==> config.mk <==
export PLATFORM = sky130hd
export DESIGN_NAME = song_rom_arbiter
export DESIGN_NICKNAME = d
export VERILOG_FILES = /design/src/rtl/song_rom_arbiter.sv
export SDC_FILE = /design/constraint.sdc
export NUM_CORES = 1
export LEC_CHECK = 0
export BUFFER_PORTS_ARGS = -buffer_cell sky130_fd_sc_hd__buf_2
export CORE_ASPECT_RATIO = 1.5
export CORE_UTILIZATION = 49
export CTS_CLUSTER_SIZE = 40
export DETAILED_ROUTE_END_ITERATION = 10
export PLACE_DENSITY = 0.93
export SYNTH_ARGS = -nofsm -noshare
export SYNTH_HDL_FRONTEND = slang
export SYNTH_SLANG_ARGS = --single-unit
export TNS_END_PERCENT = 30
==> constraint.sdc <==
create_clock -name clk_in -period 3 [get_ports clk_in]
set_clock_uncertainty 0.2 [all_clocks]
set_input_delay 0.9 -clock clk_in [delete_from_list [all_inputs] [get_ports clk_in]]
set_output_delay 0.9 -clock clk_in [all_outputs]
set_load 0.02 [all_outputs]
==> src/rtl/song_rom_arbiter.sv <==
// rtl/song_rom_arbiter.sv - shares the song note ROM read port between playback and preview
//
// Playback has priority over preview. A streak counter bounds how many
// consecutive playback grants can pass while preview waits. Each grant pushes
// a {valid, id} tag into a ROM_LATENCY+1 deep shift pipeline. When the tag
// reaches the end of the pipeline, the returned byte is registered into the
// issuing requester's data output.
//
// Ports:
//   clk_in, rst_in            - clock, synchronous active-low reset
//   play_req/addr/gnt         - playback request, address, combinational grant
//   play_valid/data           - playback one-cycle data pulse, registered byte
//   prev_req/addr/gnt         - preview request, address, combinational grant
//   prev_valid/data           - preview one-cycle data pulse, registered byte
//   rom_addr, rom_data        - ROM read port (registered address, read data)
//   busy                      - any request pending or any read in flight

module song_rom_arbiter #(
    parameter int ADDR_BITS   = 10,
    parameter int DATA_BITS   = 8,
    parameter int ROM_LATENCY = 1,
    parameter int MAX_STREAK  = 4
) (
    input  logic                 clk_in,
    input  logic                 rst_in,
    input  logic                 play_req,
    input  logic [ADDR_BITS-1:0] play_addr,
    output logic                 play_gnt,
    output logic                 play_valid,
    output logic [DATA_BITS-1:0] play_data,
    input  logic                 prev_req,
    input  logic [ADDR_BITS-1:0] prev_addr,
    output logic                 prev_gnt,
    output logic                 prev_valid,
    output logic [DATA_BITS-1:0] prev_data,
    output logic [ADDR_BITS-1:0] rom_addr,
    input  logic [DATA_BITS-1:0] rom_data,
    output logic                 busy
);

    // Stage k holds a tag during cycle N+1+k for a grant in cycle N, so the
    // last stage lines up with rom_data being valid.
    localparam int         DEPTH      = ROM_LATENCY + 1;
    localparam logic [3:0] STREAK_MAX = 4'(MAX_STREAK);

    logic [3:0]       streak;
    logic [DEPTH-1:0] tag_v;
    logic [DEPTH-1:0] tag_id;   // 1 = preview, 0 = playback
    logic             ret_play;
    logic             ret_prev;

    // Grants are gated by rst_in so nothing is accepted while in reset.
    always_comb begin
        play_gnt = rst_in && play_req && (!prev_req || (streak < STREAK_MAX));
        prev_gnt = rst_in && prev_req && !play_gnt;
    end

    assign ret_play = tag_v[DEPTH-1] && !tag_id[DEPTH-1];
    assign ret_prev = tag_v[DEPTH-1] &&  tag_id[DEPTH-1];
    assign busy     = play_req || prev_req || (|tag_v) || play_valid || prev_valid;

    always_ff @(posedge clk_in) begin
        if (!rst_in) begin
            streak     <= '0;
            tag_v      <= '0;
            tag_id     <= '0;
            rom_addr   <= '0;
            play_valid <= 1'b0;
            prev_valid <= 1'b0;
            play_data  <= '0;
            prev_data  <= '0;
        end else begin
            // Streak counts playback wins only while preview is actually waiting.
            if (prev_gnt || !prev_req) begin
                streak <= '0;
            end else if (play_gnt && (streak != STREAK_MAX)) begin
                streak <= streak + 4'd1;
            end

            if (play_gnt) begin
                rom_addr <= play_addr;
            end else if (prev_gnt) begin
                rom_addr <= prev_addr;
            end

            tag_v  <= {tag_v[DEPTH-2:0],  play_gnt || prev_gnt};
            tag_id <= {tag_id[DEPTH-2:0], prev_gnt};

            play_valid <= ret_play;
            prev_valid <= ret_prev;
            if (ret_play) begin
                play_data <= rom_data;
            end
            if (ret_prev) begin
                prev_data <= rom_data;
            end
        end
    end

endmodule
### After elaboration in Yosys (flattened, before gate mapping)

Index checks and enable logic that the tools add are counted.
W data, S select, Z words.

* flip-flop bits (word level): 36
* input bits: 32
* output and inout port bits: 31
* word-level logic and storage cells: 34

* add/sub/neg operators: 1
* $lt $le $gt $ge: 1
* eq/ne operators: 1
* muxes and demuxes: 2
* bitwise operators: 1
* reduce and logical (&&, ||, !) cells: 20

Operator list (count)
* $mux W10: 2
* $logic_and A1 B1 Y1: 7
* $logic_or A1 B1 Y1: 7
* $add A4 B1 Y4 const B: 1
* $lt A4 B3 Y1 const B: 1
* $ne A4 B3 Y1 const B: 1
* $reduce_or A2 Y1: 2
* $logic_not A1 Y1: 3
* $reduce_bool A2 Y1: 1
* $not A1 Y1: 1

### Longest topological paths before layout

* depth after elaboration: 7
* gate-level depth with buffers: 4
* mapped depth without buffers: 4

### Worst setup path after synthesis

Ideal clock, no wire load.

* kind: input port to output port
* from: input play_req
* to: output prev_gnt
* arrival: 1492 ps
* required time: 1900 ps
* path slack: 408 ps
* cell stages on the path: 3
* buffers on the path: 1
* path through: nor3b_2 buf_4 nor2_1

* cells in the longest elaborated chain, start to end: 4

Ends and longest elaborated chain
* start: declaration: RTL line 26 `input logic play_req,`
* $logic_and A1 B1 Y1 (2 in a row): RTL line 54 `play_gnt = rst_in && play_req && (!prev_req || (streak < STREAK_MAX));`
* $logic_not A1 Y1: RTL line 55 `prev_gnt = rst_in && prev_req && !play_gnt;`
* $logic_and A1 B1 Y1: RTL line 55
* end: declaration: RTL line 33 `output logic prev_gnt,`

Every way passes these cells.

### Worst setup path after layout

* from: input rst_in
* to: output play_gnt

* cells in the longest elaborated chain, start to end: 2

Ends and longest elaborated chain
* start: declaration: RTL line 25 `input logic rst_in,`
* $logic_and A1 B1 Y1 (2 in a row): RTL line 54
* end: declaration: RTL line 28 `output logic play_gnt,`

Every way passes these cells.

==> reports/summary.txt <==
========================================================================================================
Max Cap Violations ........................................................................            0
Average wire per standard cell ............................................................      12.2 um
Time the worst path needs with I/O delays and setup .......................................      2670 ps
Share of async-settable or async-resettable flops after synthesis .........................            0
Gr usage total ............................................................................        0.226
Max-slew violations .......................................................................            0
Cells resized by post-CTS repair ..........................................................            0
Initial standard-cell utilization of the core .............................................        0.512
Layout Area Growth over Synthesis .........................................................        30.5%
Highest net fanout along the worst path ...................................................           11
Synthesized netlist net count .............................................................          178
Mapped Area ...............................................................................   1370 sq um
Post-detail-place hpwl ....................................................................      2.27 mm
First-pass GRT wire length ................................................................      4.73 mm
Number of global-route vias before repair .................................................         1169
Critical path endpoint category ........................................................... primary output
Top cells by instance count after synthesis ............................................... 36 x dfxtp_1, 27 x nand2_1, 16 x a21boi_1
Worst IR Drop VDD .........................................................................       358 uV
Buffers from clock root to sink, at most ..................................................            2
Final Hold Vio Count ......................................................................            0
Total negative slack ......................................................................         0 ps
Startpoint type of the worst setup path ...................................................   input port
Arrival time worst endpoint ...............................................................      1570 ps
CTS tree ..................................................................................        built
Root cell of the clock tree ...............................................................     clkbuf_8
Row cnt ...................................................................................           23
Number of hold buffers added after CTS ....................................................            0
Floorplan Core Area .......................................................................   2680 sq um
Share of synthesized area occupied by flip-flops and latches ..............................        0.526
Io pins ...................................................................................           63
Sinks on the clock net ....................................................................           36
Remaining routing DRC violations ..........................................................            0
Final RePlAce weighted congestion .........................................................        0.803
Leakage dissipation .......................................................................     0.819 nW
Later-pin clock latency in the skew report ................................................       280 ps
Detailed Route WL .........................................................................      2.98 mm
GR Layer Usage met3 .......................................................................       0.0678
Global routing met2 resource utilization ..................................................        0.397
Largest net degree at the start of global routing .........................................           16
Required time of the critical path ........................................................      1900 ps
Post-layout net count .....................................................................          240
Number of fill cells in the layout ........................................................          232
Cell total after placement ................................................................          236
Number of antenna violations at the first check in global routing .........................            0
Critical path class ....................................................................... input port to primary output
Post-synth top area cell ..................................................................      dfxtp_1
Path type of the worst min-delay path ..................................................... flip-flop to flip-flop
Antenna Violating Nets Remaining ..........................................................            0
Met1 GRT Util .............................................................................        0.222
Portion of synthesized cell area occupied by the leading cell type ........................        0.526
Average size of a mapped cell .............................................................   9.51 sq um
Die Height ................................................................................      66.8 um
Pre-Repair DR Iteration Count .............................................................            4
Synthesized netlist cell count ............................................................          144
Syn. warnings .............................................................................            0
Max-slew headroom .........................................................................        0.648
Unrepaired setup endpoints after global routing ...........................................        false
Top achievable clock speed ................................................................      375 MHz
Post-CTS setup buffers ....................................................................            0
Count of buffers inserted at the top-level ports ..........................................           62
Total number of vias ......................................................................         1246
Setup-violating endpoint count in the final report ........................................            0
GR peak layer .............................................................................         met2
PwrDens ...................................................................................  542 nW/um^2
N_diodes ..................................................................................            0
Detailed Route Iter0 Violations ...........................................................           42
Vias per inst .............................................................................         5.11
Post-synthesis register bit count .........................................................           36
Outcome ................................................................................... finished, final reports clean
Die X-Extent ..............................................................................      45.2 um
Tightest Pin Transition ...................................................................       527 ps
Fraction of layout cells with a size suffix above 1 .......................................        0.353
Num CTS Buffers ...........................................................................            5
Post-synthesis cell type count ............................................................           23
Most numerous cell in the Yosys netlist ...................................................      dfxtp_1
Ranking of synthesized cells by area ...................................................... dfxtp_1 53%, a21boi_1 8.8%, nand2_1 7.4%
Die Footprint .............................................................................   3020 sq um
Level count of the clock H-tree ...........................................................            2
Flip-flop cell with the highest count after synthesis .....................................      dfxtp_1
Final Non-Filler Cells ....................................................................          244
Post-CTS clock slew at the launch and capture registers of the worst setup and hold paths .        60 ps
Share of the clock period used by the worst path after layout .............................        0.888
Global-route congestion overflow total ....................................................            0
EDFF count, synth .........................................................................            0
========================================================================================================
-- state kept, by name, summed over array words and instances, names as in the netlist --
| register | flops |
|---|---|
| play_data | 8 |
| play_valid | 1 |
| prev_data | 8 |
| prev_valid | 1 |
| rom_addr | 10 |
| streak | 4 |
| tag_id | 2 |
| tag_v | 2 |
-- metal layers --
metal,wire [um],vias up
met3,219,6
met4,79,0
li1,-,615
met1,1180,553
met5,0,-
met2,1500,72
-- layout make-up --
cell class,count,area (sq um),area share
tap,37,46.3,0.0259
inverter,4,15.0,0.00840
multi-input combinational,94,583,0.326
sequential,36,721,0.403
clock buffer,8,90.1,0.0504
timing repair buffer,65,333,0.186
-- placed cells by master, fill, tap and decap left out, drive strengths merged, types with 2 or more instances in the layout --
cell,Yosys,layout
clkbuf,6,8
and3,2,2
nor2,7,7
nor2b,2,2
nand2,27,27
dfxtp,36,36
and2,4,4
buf,4,65
inv,4,4
nand3,8,8
ha,2,2
nor3b,11,11
a221o,10,10
a21boi,16,16
-- per-stage QoR --
| step | area, sq um | hold slack, ps | utilization | worst slack (ps) | total power, mW |
|---|---|---|---|---|---|
| after floorplan | 1370 | 212 | - | 408 | 0.591 |
| after global placement | 1700 | 216 | 0.634 | 359 | 0.637 |
| after detailed placement | 1700 | 226 | 0.634 | 344 | 0.640 |
| after CTS | 1790 | 243 | 0.668 | 339 | 0.979 |
| after global routing | 1790 | 266 | 0.668 | 272 | 1.02 |
| final | 1790 | 237 | 0.668 | 335 | 0.970 |
-- final timing paths --
check             startpoint           end  slack (ps)  cells past startpoint
hold / removal     tag_id[0]     tag_id[1]         240                      1
setup reg to reg    tag_v[1]  play_data[5]        1400                      3
hold reg to reg    tag_id[0]     tag_id[1]         240                      1
setup / recovery      rst_in      play_gnt         330                      3
-- worst max-delay path: stages --
cell	delay [ps]
buf_2	180
and3_4	290
buf_2	190
-- report_power, final --
part / switching, mW / total (mW) / internal [mW]
clock: 0.153 / 0.340 / 0.187
combinational: 0.0647 / 0.117 / 0.0525
sequential: 0.0135 / 0.513 / 0.499
total: 0.231 / 0.970 / 0.739
-- kinds of logic (layout without fill, tap and decap cells) --
family          after synthesis  after routing  synth area share
flops                        36             36             0.526
buf+inv                      14             77            0.0484
fa+ha+maj                     2              2            0.0183
compound gates               27             27             0.164
simple gates                 64             64             0.240
other cells                   1              1           0.00274
Power figures use the tool's default switching activity.
